<file path="src/rtl/drsstc_pkg.sv">
`default_nettype none
// +----------------------------------------------------------------------+
// | drsstc_pkg: shared types/constants for the interrupter and uart.     |
// | Rev 1.0                                                              |
// +----------------------------------------------------------------------+
package drsstc_pkg;

  // conf_par byte positions
  localparam int c_conf_pre   = 0;
  localparam int c_conf_gap   = 1;
  localparam int c_conf_burst = 2;
  localparam int c_conf_off   = 3;
  localparam int c_conf_on    = 4;
  localparam int c_conf_n     = 5;

  localparam int c_on_max_default       = 200;
  localparam int c_conf_par_max_default = 255;

  typedef enum logic [1:0] {
    ST_IDLE = 2'd0,
    ST_ON   = 2'd1,
    ST_OFF  = 2'd2,
    ST_GAP  = 2'd3
  } intr_state_t;

  // A zero tick count would make a phase vanish; treat it as one tick.
  function automatic logic [7:0] min1(input logic [7:0] v);
    return (v == 8'd0) ? 8'd1 : v;
  endfunction

endpackage
`default_nettype wire

</file>
<file path="src/rtl/tick_gen.sv">
`default_nettype none
// +----------------------------------------------------------------------+
// | tick_gen: down-counting prescaler, tick every (load_val+1) cycles.   |
// | Rev 1.0                                                              |
// +----------------------------------------------------------------------+
module tick_gen (
  input  logic       clk,
  input  logic       rst_n,
  input  logic       load,
  input  logic [7:0] load_val,
  output logic       tick
);

  logic [7:0] r_cnt;
  logic [7:0] r_period;

  always_ff @(posedge clk or negedge rst_n) begin
    if (!rst_n) begin
      r_cnt    <= 8'd0;
      r_period <= 8'd0;
    end else if (load) begin
      r_cnt    <= load_val;
      r_period <= load_val;
    end else if (r_cnt == 8'd0) begin
      r_cnt <= r_period;
    end else begin
      r_cnt <= r_cnt - 8'd1;
    end
  end

  assign tick = (r_cnt == 8'd0);

endmodule
`default_nettype wire

</file>
<file path="src/rtl/interrupter.sv">
`default_nettype none
// +----------------------------------------------------------------------+
// | interrupter: burst-mode gate-drive timing FSM (IDLE/ON/OFF/GAP).     |
// | Rev 1.0                                                              |
// +----------------------------------------------------------------------+
module interrupter
  import drsstc_pkg::*;
#(
  parameter int CONF_PAR_MAX = c_conf_par_max_default,
  parameter int ON_MAX       = c_on_max_default
) (
  input  logic                clk,
  input  logic                rst_n,
  input  logic [4:0][7:0]     conf_par,
  input  logic                en,
  output logic                intr,
  output logic                pulse_start,
  output logic                busy
);

  localparam logic [7:0] c_on_max  = 8'(ON_MAX);
  localparam logic [7:0] c_cnt_sat = 8'(CONF_PAR_MAX);

  intr_state_t r_state;
  intr_state_t w_state_nxt;

  logic [7:0] r_sh_on, r_sh_off, r_sh_burst, r_sh_gap, r_sh_pre;
  logic [7:0] r_phase_cnt;
  logic [7:0] r_pulse_cnt;
  logic       r_intr, r_pulse_start, r_busy;

  logic       w_tick;
  logic       w_load;
  logic       w_snap;
  logic       w_cnt_inc;
  logic       w_cnt_clr;
  logic [7:0] w_pre_ld;
  logic [7:0] w_phase_ld;
  logic [7:0] w_conf_on;
  logic [7:0] w_conf_on_eff;
  logic       w_phase_end;
  logic       w_last_pulse;

  assign w_conf_on     = conf_par[c_conf_on];
  assign w_conf_on_eff = (w_conf_on > c_on_max) ? c_on_max : w_conf_on;
  assign w_phase_end   = w_tick && (r_phase_cnt == 8'd1);
  // Pulse counter holds completed OFF phases, so the current pulse is number cnt+1.
  assign w_last_pulse  = (r_sh_burst != 8'd0) && (r_pulse_cnt == r_sh_burst - 8'd1);

  tick_gen u_tick_gen (
    .clk      (clk),
    .rst_n    (rst_n),
    .load     (w_load),
    .load_val (w_pre_ld),
    .tick     (w_tick)
  );

  always_comb begin
    w_state_nxt = r_state;
    w_load      = 1'b0;
    w_snap      = 1'b0;
    w_cnt_inc   = 1'b0;
    w_cnt_clr   = 1'b0;
    w_pre_ld    = r_sh_pre;
    w_phase_ld  = r_phase_cnt;

    if (!en) begin
      w_state_nxt = ST_IDLE;
    end else begin
      unique case (r_state)
        ST_IDLE: begin
          if (w_conf_on != 8'd0) begin
            w_state_nxt = ST_ON;
            w_snap      = 1'b1;
            w_load      = 1'b1;
            w_pre_ld    = conf_par[c_conf_pre];
            w_phase_ld  = w_conf_on_eff;
          end
        end
        ST_ON: begin
          if (w_phase_end) begin
            w_load = 1'b1;
            if (w_last_pulse) begin
              w_state_nxt = ST_GAP;
              w_phase_ld  = r_sh_gap;
            end else begin
              w_state_nxt = ST_OFF;
              w_phase_ld  = r_sh_off;
            end
          end
        end
        ST_OFF: begin
          if (w_phase_end) begin
            w_state_nxt = ST_ON;
            w_load      = 1'b1;
            w_phase_ld  = r_sh_on;
            w_cnt_inc   = 1'b1;
          end
        end
        ST_GAP: begin
          if (w_phase_end) begin
            w_snap    = 1'b1;
            w_cnt_clr = 1'b1;
            if (w_conf_on == 8'd0) begin
              w_state_nxt = ST_IDLE;
            end else begin
              w_state_nxt = ST_ON;
              w_load      = 1'b1;
              w_pre_ld    = conf_par[c_conf_pre];
              w_phase_ld  = w_conf_on_eff;
            end
          end
        end
        default: w_state_nxt = ST_IDLE;
      endcase
    end
  end

  always_ff @(posedge clk or negedge rst_n) begin
    if (!rst_n) begin
      r_state       <= ST_IDLE;
      r_intr        <= 1'b0;
      r_pulse_start <= 1'b0;
      r_busy        <= 1'b0;
    end else begin
      r_state       <= w_state_nxt;
      r_intr        <= (w_state_nxt == ST_ON);
      r_pulse_start <= (w_state_nxt == ST_ON) && (r_state != ST_ON);
      r_busy        <= (w_state_nxt != ST_IDLE);
    end
  end

  always_ff @(posedge clk or negedge rst_n) begin
    if (!rst_n) begin
      r_sh_on    <= 8'd0;
      r_sh_off   <= 8'd0;
      r_sh_burst <= 8'd0;
      r_sh_gap   <= 8'd0;
      r_sh_pre   <= 8'd0;
    end else if (w_snap) begin
      r_sh_on    <= w_conf_on_eff;
      r_sh_off   <= min1(conf_par[c_conf_off]);
      r_sh_burst <= conf_par[c_conf_burst];
      r_sh_gap   <= min1(conf_par[c_conf_gap]);
      r_sh_pre   <= conf_par[c_conf_pre];
    end
  end

  always_ff @(posedge clk or negedge rst_n) begin
    if (!rst_n) begin
      r_phase_cnt <= 8'd0;
      r_pulse_cnt <= 8'd0;
    end else begin
      if (w_state_nxt == ST_IDLE) begin
        r_phase_cnt <= 8'd0;
      end else if (w_load) begin
        r_phase_cnt <= w_phase_ld;
      end else if (w_tick && (r_phase_cnt != 8'd0)) begin
        r_phase_cnt <= r_phase_cnt - 8'd1;
      end

      // Saturate rather than wrap so continuous mode never aliases a burst count.
      if ((w_state_nxt == ST_IDLE) || w_cnt_clr) begin
        r_pulse_cnt <= 8'd0;
      end else if (w_cnt_inc && (r_pulse_cnt != c_cnt_sat)) begin
        r_pulse_cnt <= r_pulse_cnt + 8'd1;
      end
    end
  end

  assign intr        = r_intr;
  assign pulse_start = r_pulse_start;
  assign busy        = r_busy;

endmodule
`default_nettype wire

</file>
<file path="config.mk">
export PLATFORM = sky130hd
export DESIGN_NAME = interrupter
export DESIGN_NICKNAME = d
export VERILOG_FILES = /design/src/rtl/drsstc_pkg.sv /design/src/rtl/tick_gen.sv /design/src/rtl/interrupter.sv
export SDC_FILE = /design/constraint.sdc
export NUM_CORES = 1
export LEC_CHECK = 0
export BUFFER_PORTS_ARGS = -buffer_cell sky130_fd_sc_hd__buf_2
export CELL_PAD_IN_SITES_DETAIL_PLACEMENT = 1
export CELL_PAD_IN_SITES_GLOBAL_PLACEMENT = 1
export CORE_AREA = 2 2 107 109
export DETAILED_ROUTE_END_ITERATION = 7
export DIE_AREA = 0 0 109 111
export MAX_ROUTING_LAYER = met4
export PLACE_DENSITY_LB_ADDON = 0.1
export SLEW_MARGIN = 30
export SYNTH_ARGS = -nofsm -noshare
export SYNTH_HDL_FRONTEND = slang
export SYNTH_SLANG_ARGS = --single-unit
</file>
<file path="constraint.sdc">
create_clock -name clk -period 5.9 [get_ports clk]
set_input_delay 0.59 -clock clk [delete_from_list [all_inputs] [get_ports clk]]
set_output_delay 0.59 -clock clk [all_outputs]
set_load 0.02 [all_outputs]
</file>
# --- Word-level counts from Yosys, hierarchy flattened ---
# Index checks and enable logic that the tools add are counted.
word_totals:
  in_bits: 43
  reg_bits: 77
  out_inout_bits: 3
  elab_cells: 95
classes:
  reduce_logical: 20
  magnitude_cmp: 1
  add_sub_neg: 4
  n_eq_ne: 14
  muxes: 43
op_table:
  columns: ["operator", "count"]
  rows:
  - ["8-bit 2-to-1 mux", 21]
  - ["8-bit logical NOT", 4]
  - ["8-bit one-hot mux with 4 select lines", 1]
  - ["8-bit nonzero test", 3]
  - ["8-bit by 1-bit subtractor with 8-bit output (second input constant)", 3]
  - ["4-bit inequality test (second input constant)", 5]
  - ["8-bit one-hot mux with 2 select lines", 1]
  - ["1-bit 2-to-1 mux", 12]
  - ["2-bit 2-to-1 mux", 5]
  - ["8-bit by 1-bit adder with 8-bit output (second input constant)", 1]
  - ["8-bit by 1-bit == test with 1-bit output (second input constant)", 1]
  - ["8-bit == test", 1]
  - ["8-bit greater-than comparator (second input constant)", 1]
  - ["8-bit inequality test (second input constant)", 1]
  - ["2-bit one-hot mux with 4 select lines", 1]
  - ["7-bit AND reduction", 1]
  - ["1-bit logical AND", 5]
  - ["2-bit by 1-bit == test with 1-bit output (second input constant)", 2]
  - ["2-bit == test (second input constant)", 2]
  - ["2-bit logical NOT", 2]
  - ["2-bit nonzero test", 2]
  - ["3-bit inequality test (second input constant)", 1]
  - ["1-bit one-hot mux with 3 select lines", 1]
  - ["3-bit nonzero test", 1]
  - ["other kinds (4)", 4]

# --- Logic depth before layout (Yosys ltp) ---
# Gate-level depths: netlist (run 1).
depth:
  ltp_word: 10
  depth_mapped: 12
  ltp_nobuf: 10

# --- Modules after synthesis ---
# From an unflattened synthesis (run 1), not the netlist that was laid out.
unflattened:
  hier_cells: 518
  hier_area_um2: 4544.4
by_module_without_submodules:
  columns: ["mod", "seq_area_each_um2", "n_inst", "area_each_um2", "cells_each"]
  rows:
  - ["interrupter", 1526.5, 1, 3718.6, 434]
  - ["tick_gen", 400.4, 1, 825.8, 84]

# --- Worst setup path before layout (run 1) ---
# Ideal clock, no wire load.
synth_timing:
  kind: "flip-flop to flip-flop"
  start: "register r_sh_burst[0]"
  end: "register r_phase_cnt[6]"
  t_arrival_ns: 2.835
  slack_ns: 2.934
  setup_ns: 0.131
  n_path_buf: 1
  required_ns: 5.769
  synth_period_minus_slack_ns: 2.966
  stages_incl_launch_ff: 12
  path_cell_list: "dfrtp_1 -> inv_1 -> ha_1 -> or3b_1 -> or4_1 -> a211oi_1 -> nand4_1 -> nor2_1 -> buf_4 -> mux2_2 -> a221oi_1 -> o22ai_1"
synth_via:
  elab_chain_cells: 10
  elab_cells_between_ends: 23
  classes_between: "add/sub (1); eq/ne (7); mux (10); reduce/logical (5)"
synth_rtl:
  columns: ["item", "line", "text"]
  rows:
  - ["start, declared", "interrupter.sv:27", "logic [7:0] r_sh_on, r_sh_off, r_sh_burst, r_sh_gap, r_sh_pre;"]
  - ["start signal, assigned", "interrupter.sv:143", "r_sh_burst <= conf_par[c_conf_burst];"]
  - ["8-bit by 1-bit subtractor with 8-bit output", "interrupter.sv:48", "assign w_last_pulse = (r_sh_burst != 8'd0) && (r_pulse_cnt == r_sh_burst - 8'd1);"]
  - ["8-bit == test", "interrupter.sv:48", null]
  - ["1-bit logical AND (*)", "interrupter.sv:48", null]
  - ["1-bit 2-to-1 mux", "interrupter.sv:83", "if (w_last_pulse) begin"]
  - ["2-bit 2-to-1 mux", "interrupter.sv:81", "if (w_phase_end) begin"]
  - ["2-bit one-hot mux with 4 select lines", "interrupter.sv:70", "unique case (r_state)"]
  - ["2-bit 2-to-1 mux", "interrupter.sv:67", "if (!en) begin"]
  - ["2-bit logical NOT", "interrupter.sv:154", "if (w_state_nxt == ST_IDLE) begin"]
  - ["4-bit inequality test (no line) (tied with other cells)", null, null]
  - ["7-bit AND reduction (no line)", null, null]
  - ["end signal, assigned", "interrupter.sv:157", "r_phase_cnt <= w_phase_ld;"]
  - ["end signal, assigned", "interrupter.sv:159", "r_phase_cnt <= r_phase_cnt - 8'd1;"]
  - ["end, declared", "interrupter.sv:28", "logic [7:0] r_phase_cnt;"]
# Every way passes the cells marked *; elsewhere a longest branch is shown, timed or not. The select of a mux whose other input is x is not followed.
# A chain may end at the register's enable or synchronous reset.

# --- Worst setup path in the final report (run 1) ---
# Same ends and word-level chain as after synthesis.

==> results.cfg, run 1 <==
[logic_synthesis]
ys.flop_type = dfrtp_1
avgSynthCellArea_sq_um = 9.55
synth_area_leaders = dfrtp_1 44%, mux2_2 8.8%, nand2_1 4.0%
ys.warnings.count = 0
synth.distinct_cells = 56
synth-edff-count = 0
seq_area_frac_synth_pct = 44.3
ys_ff_latch = 77
synth.largest_area_cell = dfrtp_1
synthesis.nets = 509
async_flop_share_pct = 100
synthesis.area_sq_um = 4350
syn_inst = 456
synth_top_area_share_pct = 44.3

[pwr]
pwr-share-clk_pct = 33.4
ir_worst_vdd_v = 0.000128
power_switching_uw = 466
powerDensity_nw_per_um2 = 311
p_seq_share_pct = 45.4
switching_share_pct = 30.0
p_leak_nw = 2.12
p_comb_share_pct = 21.3
p_int_mw = 1.09

[setup_path]
worst-setup-path-type = reg -> reg
cp_slowest_stage_delay_ns = 0.76
required_ns = 6.08
end_kind = register
crit_path_start_kind = register
reg2reg_depth = 10
worst_path_max_delay_cell = nor2_1
path_cells = inv_1 > ha_1 > or3b_1 > or4_1 > a211oi_1 > nand4_1 > nor2_1 > mux2_2 > a221oi_1 > o22ai_1
cp_max_fo = 11
arrival_ns = 3.98

[floorplan]
die_y_microns = 111
ios = 46
die_w_microns = 109
die-area_sq_um = 12100
rows = 39
initial_core_util_pct = 39.3
core_area_sq_um = 11100

[placed_design]
dp_hpwl_microns = 8180
gp_congestion = 0.814
place_area_sq_um = 4700
placedCellCount = 623
dp_worst_setup_slack_ns = 2.03
port_buffers = 45

[grt]
antenna_found_initial = 0
grt_usage_pct = 20.7
grt_pass1_vias = 3875
grt_overflow = 0
grt_start_max_net_pins = 78
grt_pass1_wl_microns = 19300

[job]
max_cap_viol_count = 0

[status]
status = finished clean

[cts]
cts.htree.levels = 3
path_clk_slew_ns = 0.06
numCtsBuffers = 9
root_buffer = clkbuf_16
insertion_delay_ns = 0.33
holdBufCountCts = 0
cts.repair.resized = 0
post_cts_buffers = 0
cts_sinks = 77
cts_tree = done
cts_buffer_depth = 2

[min_path]
hold_class = in -> async

[sta]
worst_pin_slew_ns = 0.949
min_period_over_period_pct = 64.5
skew_ns = 0.00692
tns_ns = 0
worst_slack_ns = 2.10
period_minus_slack_ns = 3.80
setup_viol = 0
finalHoldViolCount = 0
maxSlewViolCount = 0
grt_setup_unrepaired = false
relSlewSlack_pct = 36.5
fmax_ghz = 0.263

[route]
dr.first_iter.drc_count = 121
drt_wl_total_microns = 11400
firstDrtPassIters = 4
via_per_inst = 5.62
drc = 0
vias = 3596
drtAntennaViolNets = 0
wl_per_cell_microns = 17.8

[finish]
final_area_sq_um = 5000
fillerInstances = 1272
area_growth_syn_to_layout_pct = 14.9
fin_nets = 545
antennaDiodeCount = 0
instances_no_fill = 640
drive_above_1_share_pct = 21.9
==> area by class of cell <==
type / count / area, sq um / share of cell area [%]
repair buffers: 50 / 289 / 5.78
flip-flops and latches: 77 / 1930 / 38.5
multi-input cells: 337 / 2270 / 45.3
clock buffers: 12 / 256 / 5.13
well taps: 143 / 179 / 3.58
inverters: 17 / 63.8 / 1.28
clock inverters: 4 / 22.5 / 0.450
==> synth_stat cells, drive strengths merged (9+ instances only) <==
cell type	n
nor3	18
nand2	46
xnor2	12
ha	10
buf	9
clkbuf	16
nand3	13
dfrtp	77
a21oi	30
a311oi	9
o21ai	27
mux2	34
nor2	39
mux2i	9
inv	17
==> final timing paths <==
path / startpoint / slack, ns / to
min in group clk: conf_par[16] / 0.47 / r_sh_burst[0]
max in group asynchronous: rst_n / 5.08 / u_tick_gen.r_cnt[6]
setup reg to reg: r_sh_burst[0] / 2.10 / r_phase_cnt[6]
hold reg to reg: u_tick_gen.r_period[0] / 0.49 / u_tick_gen.r_period[0]
hold / removal: rst_n / 0.26 / busy
setup / recovery: r_sh_burst[0] / 2.10 / r_phase_cnt[6]
==> power groups by stage <==
stage | sequential (mW) | clock, mW | combinational [mW]
finish | 0.705 | 0.518 | 0.331
floorplan | 0.691 | 0 | 0.242
global placement | 0.709 | 0 | 0.319
CTS | 0.706 | 0.535 | 0.332
global route | 0.722 | 0.560 | 0.375
detailed placement | 0.715 | 0 | 0.331
==> flip-flops by register name, summed over array words and instances, names as in the netlist, 2 cells and up <==
name	cells
u_tick_gen.r_period	8
r_sh_burst	8
r_state	2
r_pulse_cnt	8
r_phase_cnt	8
r_sh_on	8
r_sh_pre	8
r_sh_off	8
u_tick_gen.r_cnt	8
r_sh_gap	8
==> through the flow <==
step,hold WS (ns),power [mW],utilization (%)
2_1_floorplan,0.294,0.932,-
3_3_place_gp,0.474,1.03,42.4
3_5_place_dp,0.488,1.05,42.4
4_1_cts,0.334,1.57,44.9
5_1_grt,0.353,1.66,45.2
6_report,0.264,1.55,45.2
==> logic make-up (layout without fill, tap and decap cells) <==
family / after synthesis / after routing / share of synthesized area [%]
simple gates: 160 / 160 / 18.3
xor+xnor: 19 / 19 / 3.82
flops: 77 / 77 / 44.3
buf+inv: 42 / 83 / 4.11
fa+ha+maj: 10 / 10 / 2.87
compound gates: 105 / 105 / 15.8
mux: 43 / 43 / 10.9
==> cell usage in the layout, fill, tap and decap left out, types with 3 or more instances in the layout <==
| cell | n |
|---|---|
| and3_1 | 5 |
| xor2_1 | 7 |
| ha_1 | 10 |
| clkbuf_16 | 9 |
| nand3_1 | 13 |
| inv_1 | 17 |
| o21ai_0 | 27 |
| nor4_1 | 7 |
| o31ai_1 | 5 |
| o221ai_1 | 3 |
| a21oi_1 | 29 |
| mux2_2 | 34 |
| buf_2 | 44 |
| mux2i_1 | 9 |
| a211oi_1 | 3 |
| nand4_1 | 5 |
| nand2b_1 | 4 |
| xnor2_1 | 12 |
| or4_1 | 5 |
| clkinv_2 | 3 |
| dfrtp_1 | 77 |
| or3_1 | 3 |
| nand2_1 | 46 |
| a311oi_1 | 9 |
| nor3_1 | 17 |
| buf_4 | 4 |
| a221oi_1 | 8 |
| nor2_1 | 38 |
==> metal layers <==
| layer | up-vias | track usage, % | wire length, microns |
|---|---|---|---|
| li1 | 1734 | - | - |
| met1 | 1786 | 27.2 | 5400 |
| met2 | 68 | 32.9 | 5500 |
| met3 | 8 | 3.70 | 402 |
| met4 | 0 | 5.30 | 96 |
| met5 | - | - | 0 |
==> worst max-delay path, delay by kind of cell (launching register included) <==
kind / cells / cell delay [ns]
and+or+nand+nor: 4 / 1.76
AOI/OAI and AO/OA: 3 / 0.66
muxes: 1 / 0.43
DFF: 1 / 0.41
adders and majority gates: 1 / 0.28
buffers and inverters: 1 / 0.11
Note: power is estimated with default switching activity, not from simulation.
==> run 2: changes to the inputs <==
==> constraint.sdc (replaced) <==
create_clock -name clk -period 3.4 [get_ports clk]
set_input_delay 0.34 -clock clk [delete_from_list [all_inputs] [get_ports clk]]
set_output_delay 0.34 -clock clk [all_outputs]
set_load 0.02 [all_outputs]
==> run 2 against run 1 <==
Compared with the run above: power up 77%; global-route usage increased by 0.62 points; sequential share of layout area decreased by 0.44 points; critical path depth increased by 1; critical endpoint unchanged.
==> results.cfg, run 2 (synthesis results as in run 1) <==
[status]
status = finished clean

[sta]
relSlewSlack_pct = 50.9
worst_pin_slew_ns = 0.736
fmax_ghz = 0.315
min_period_over_period_pct = 93.3
worst_slack_ns = 0.227
setup_viol = 0
skew_ns = 0.00815
maxSlewViolCount = 0
finalHoldViolCount = 0
tns_ns = 0
grt_setup_unrepaired = false
period_minus_slack_ns = 3.17
hold_ws_ns = 0.0435

[route]
dr.first_iter.drc_count = 159
vias = 3661
drtAntennaViolNets = 0
firstDrtPassIters = 4
drt_wl_total_microns = 11600
via_per_inst = 5.66
wl_per_cell_microns = 18.0
drc = 0

[grt]
grt_start_max_net_pins = 78
grt_overflow = 0
grt_pass1_vias = 3884
grt_usage_pct = 21.3
antenna_found_initial = 0
grt_pass1_wl_microns = 19500

[cts]
cts.htree.levels = 3
cts_buffer_depth = 2
holdBufCountCts = 0
cts_tree = done
root_buffer = clkbuf_16
insertion_delay_ns = 0.34
numCtsBuffers = 9
path_clk_slew_ns = 0.06
cts_sinks = 77
post_cts_buffers = 0

[placed_design]
place_area_sq_um = 4780
gp_congestion = 0.873
placedCellCount = 632
dp_hpwl_microns = 8380
dp_worst_setup_slack_ns = 0.207
port_buffers = 45

[floorplan]
die-area_sq_um = 12100
ios = 46
die_y_microns = 111
rows = 39
core_area_sq_um = 11100
initial_core_util_pct = 39.3
die_w_microns = 109

[finish]
drive_above_1_share_pct = 23.2
fin_nets = 553
final_common_cell = dfrtp_1
antennaDiodeCount = 0
instances_no_fill = 647
area_growth_syn_to_layout_pct = 16.2
final_area_sq_um = 5060
layout_common_cells = 77 x dfrtp_1, 46 x nand2_1, 44 x buf_2

[setup_path]
required_ns = 3.60
crit_path_start_kind = register
end_kind = register
worst-setup-path-type = reg -> reg
arrival_ns = 3.38
cp_max_fo = 7

[pwr]
ir_worst_vdd_v = 0.000232
p_leak_nw = 2.15
powerDensity_nw_per_um2 = 542

[job]
max_cap_viol_count = 0

[min_path]
hold_class = in -> async
==> run 2: changes by cell type in the layout (fill, tap and decap cells not counted), sizes merged <==
| cell | change |
|---|---|
| buf | +8 |
| bufinv | +1 |
| clkbuf | -2 |
==> run 2: report_power, final <==
part	total, mW	switching [mW]	internal (mW)
registers	1.23	0.142	1.09
logic	0.578	0.304	0.274
clock network	0.938	0.378	0.561
==> run 2: path summary, 6_finish.rpt <==
check,end,slack [ns],start,cells past startpoint
max in group asynchronous,r_sh_burst[7],2.85,rst_n,1
worst min register to register,u_tick_gen.r_period[3],0.50,u_tick_gen.r_period[3],2
min in group clk,r_sh_burst[1],0.21,conf_par[17],3
worst min-delay path,u_tick_gen.r_period[1],0.04,rst_n,1
worst max register to register,r_phase_cnt[6],0.23,r_sh_burst[0],11
worst max-delay path,r_phase_cnt[6],0.23,r_sh_burst[0],11
==> run 2: layer usage <==
metal,GRT usage [%],share of wire [%],vias to the layer above
li1,-,-,1747
met1,27.0,47,1836
met2,34.7,49,61
met3,2.82,2.8,17
met4,7.69,1.8,0
met5,-,0,-
==> run 2: metrics by stage <==
stage               utilization (%)  power (mW)
global placement               43.1        1.80
finish                         45.7        2.74
CTS                            45.7        2.78
floorplan                         -        1.62
detailed placement             43.1        1.83
global route                   45.7        2.92
==> run 2: layout make-up <==
| class | count | area [sq um] |
|---|---|---|
| clock buffer | 10 | 229 |
| clock inverter | 5 | 52.6 |
| fill | 1279 | 6020 |
| inverter | 17 | 63.8 |
| multi-input combinational | 337 | 2270 |
| sequential | 77 | 1930 |
| tap | 143 | 179 |
| timing repair buffer | 58 | 342 |
==> run 2: timing repair <==
action	CTS	global route
endpoints found under the hold margin	0	0
endpoints found under the setup margin	0	3
resized for setup	0	1
==> run 2: worst max-delay path, cell delays in order (launching register included) <==
cell      delay, ns
dfrtp_1        0.43
inv_1          0.13
ha_2           0.24
or3b_1         0.41
or4_1          0.42
a211oi_1       0.26
nand4_1        0.15
nor2_1         0.13
buf_4          0.16
mux2_2         0.34
a221oi_1       0.25
o22ai_1        0.13
==> run 3: changes to the inputs <==
--- a/config.mk
+++ b/config.mk
@@ -8,12 +8,13 @@
 export BUFFER_PORTS_ARGS = -buffer_cell sky130_fd_sc_hd__buf_2
 export CELL_PAD_IN_SITES_DETAIL_PLACEMENT = 1
 export CELL_PAD_IN_SITES_GLOBAL_PLACEMENT = 1
-export CORE_AREA = 2 2 107 109
+export CORE_AREA = 2 2 109 111
 export DETAILED_ROUTE_END_ITERATION = 7
-export DIE_AREA = 0 0 109 111
+export DIE_AREA = 0 0 111 113
 export MAX_ROUTING_LAYER = met4
 export PLACE_DENSITY_LB_ADDON = 0.1
 export SLEW_MARGIN = 30
 export SYNTH_ARGS = -nofsm -noshare
 export SYNTH_HDL_FRONTEND = slang
+export SYNTH_HIERARCHICAL = 1
 export SYNTH_SLANG_ARGS = --single-unit
==> constraint.sdc (replaced) <==
create_clock -name clk -period 4.1 [get_ports clk]
set_input_delay 0.41 -clock clk [delete_from_list [all_inputs] [get_ports clk]]
set_output_delay 0.41 -clock clk [all_outputs]
set_load 0.02 [all_outputs]
==> run 3 against run 2 <==
Compared with the run above: global-route usage is 2.2 points higher; count of clock-buffer cells in the layout is 3 higher; routed wire length is 15% higher; setup slack better by 0.22 ns; synthesized cell count is 14% higher; critical path depth is 1 lower; power is 0.18% higher; critical path type unchanged; critical endpoint is now r_phase_cnt[2].
==> results.cfg, run 3 <==
[floorplan]
initial_core_util_pct = 40.3
die_y_microns = 113
rows = 39
die-area_sq_um = 12500
die_w_microns = 111
core_area_sq_um = 11300
ios = 46

[pwr]
pwr-share-clk_pct = 30.8
p_int_mw = 1.80
totalPowerFinal_mw = 2.75
power_switching_uw = 949
powerDensity_nw_per_um2 = 525
switching_share_pct = 34.5
p_seq_share_pct = 39.7
ir_worst_vdd_v = 0.000248
p_comb_share_pct = 29.6
p_leak_nw = 2.39

[logic_synthesis]
synth-edff-count = 0
synth.distinct_cells = 67
syn_inst = 518
seq_area_frac_synth_pct = 42.4
synthesis.area_sq_um = 4540
ys.flop_type = dfrtp_1
synth_common_cells = 126 x nand2_1, 77 x dfrtp_1, 28 x nor2_1
ys_ff_latch = 77
async_flop_share_pct = 100
synth.largest_area_cell = dfrtp_1
ys.warnings.count = 6
synth_area_leaders = dfrtp_1 42%, nand2_1 10%, ha_1 3.0%
synthesis.nets = 572
synth_most_common_cell = nand2_1
avgSynthCellArea_sq_um = 8.77
synth_top_area_share_pct = 42.4

[finish]
area_growth_syn_to_layout_pct = 15.2
layout_common_cells = 126 x nand2_1, 77 x dfrtp_1, 44 x buf_2
antennaDiodeCount = 0
utilization_pct = 46.5
drive_above_1_share_pct = 17.9
fin_nets = 613
final_common_cell = nand2_1

[sta]
hold_ws_ns = 0.0595
finalHoldViolCount = 0
fmax_ghz = 0.273
skew_ns = 0.00622
maxSlewViolCount = 0
tns_ns = 0
worst_pin_slew_ns = 0.753
grt_setup_unrepaired = false
setup_viol = 0
min_period_over_period_pct = 89.2
period_minus_slack_ns = 3.66
relSlewSlack_pct = 49.4

[route]
drtAntennaViolNets = 0
dr.first_iter.drc_count = 241
wl_per_cell_microns = 18.9
vias = 3992
firstDrtPassIters = 4
drt_wl_total_microns = 13300
drc = 0
via_per_inst = 5.65

[setup_path]
arrival_ns = 3.88
cp_max_fo = 10
r2r-end = r_phase_cnt[2]
crit_path_start_kind = register
worst-setup-path-type = reg -> reg
end_kind = register
required_ns = 4.32
worstReg2RegStart = u_tick_gen/r_cnt[6]
r2r_setup_slack_ns = 0.44
reg2reg_depth = 10

[grt]
antenna_found_initial = 0
grt_overflow = 0
grt_pass1_vias = 4281
grt_pass1_wl_microns = 22400
grt_start_max_net_pins = 78
met1_usage_pct = 30.9
top_usage_layer = met2
grt_usage_pct = 23.5
met3_usage_pct = 4.07
grtUsageMet2_pct = 36.7

[cts]
cts.repair.resized = 0
path_clk_slew_ns = 0.06
numCtsBuffers = 9
cts_tree = done
cts.htree.levels = 3
post_cts_buffers = 0
holdBufCountCts = 0
root_buffer = clkbuf_16
cts_buffer_depth = 2
cts_sinks = 77
insertion_delay_ns = 0.35

[status]
status = finished clean

[min_path]
hold_class = in -> async

[placed_design]
dp_hpwl_microns = 9590
gp_congestion = 0.881
port_buffers = 45

[job]
max_cap_viol_count = 0
[run 3: changes by cell type after synthesis, sizes merged, moves of 5 or more]
| cell | previous run | this run |
|---|---|---|
| a21oi | 30 | 15 |
| nand2 | 46 | 126 |
| a221oi | 8 | 3 |
| nor3 | 18 | 13 |
| inv | 17 | 23 |
| a211oi | 3 | 8 |
| mux2 | 34 | 4 |
| a311oi | 9 | 0 |
| a22o | 0 | 8 |
| nor2 | 39 | 29 |
| a21bo | 0 | 7 |
[run 3: how the worst max path moves through the flow]
stage                             start             end  depth (start not counted)
finish              u_tick_gen/r_cnt[6]  r_phase_cnt[2]                         10
global route        u_tick_gen/r_cnt[6]  r_phase_cnt[5]                         10
CTS                 u_tick_gen/r_cnt[6]  r_phase_cnt[2]                         10
detailed placement  u_tick_gen/r_cnt[6]  r_phase_cnt[5]                         10
global placement    u_tick_gen/r_cnt[6]  r_phase_cnt[2]                         10
floorplan           u_tick_gen/r_cnt[6]  r_phase_cnt[5]                         12
[run 3: power groups by stage]
| stage | Combinational (mW) | Sequential (mW) | Clock [mW] |
|---|---|---|---|
| floorplan | 0.597 | 1.06 | 0 |
| global placement | 0.788 | 1.09 | 0 |
| detailed placement | 0.810 | 1.10 | 0 |
| CTS | 0.820 | 1.09 | 0.859 |
| global route | 0.922 | 1.12 | 0.895 |
| finish | 0.812 | 1.09 | 0.846 |
[run 3: kinds of logic (layout without fill, tap and decap cells)]
logic type,after synthesis,after routing,share of synthesized area [%]
buf+inv,48,94,4.35
fa+ha+maj,11,11,3.03
flops,77,77,42.4
simple gates,230,230,23.9
mux,14,14,3.28
compound gates,119,119,19.4
xor+xnor,19,19,3.66
[run 3: layout make-up]
| class | instances | area [sq um] |
|---|---|---|
| Inverter | 24 | 95.1 |
| Timing Repair Buffer | 54 | 299 |
| Clock inverter | 3 | 42.5 |
| Multi-Input combinational cell | 393 | 2420 |
| Tap cell | 143 | 179 |
| Sequential cell | 77 | 1930 |
| Fill cell | 1343 | 6040 |
| Clock buffer | 13 | 270 |
[run 3: per-stage QoR]
stage / setup WS [ns] / std cells / area (sq um)
after floorplan: 0.953 / 518 / 4540
after global routing: 0.282 / 707 / 5240
final: 0.443 / 707 / 5240
after detailed placement: 0.491 / 691 / 4920
after CTS: 0.470 / 707 / 5240
after global placement: 0.601 / 691 / 4920
[run 3: per-layer routing]
metal  wire [microns]  vias up
li1                 -     1910
met1             6180     1996
met2             6330       63
met3              548       23
met4              284        0
met5                0        -
[run 3: critical path, stage by stage (launching register included)]
cell      delay (ns)
dfrtp_1         0.40
or4_4           0.56
or3_1           0.54
clkinv_4        0.14
and4bb_2        0.30
and2_1          0.33
o21ai_2         0.14
a211oi_4        0.48
nor2_2          0.14
a222oi_1        0.37
a31oi_1         0.12
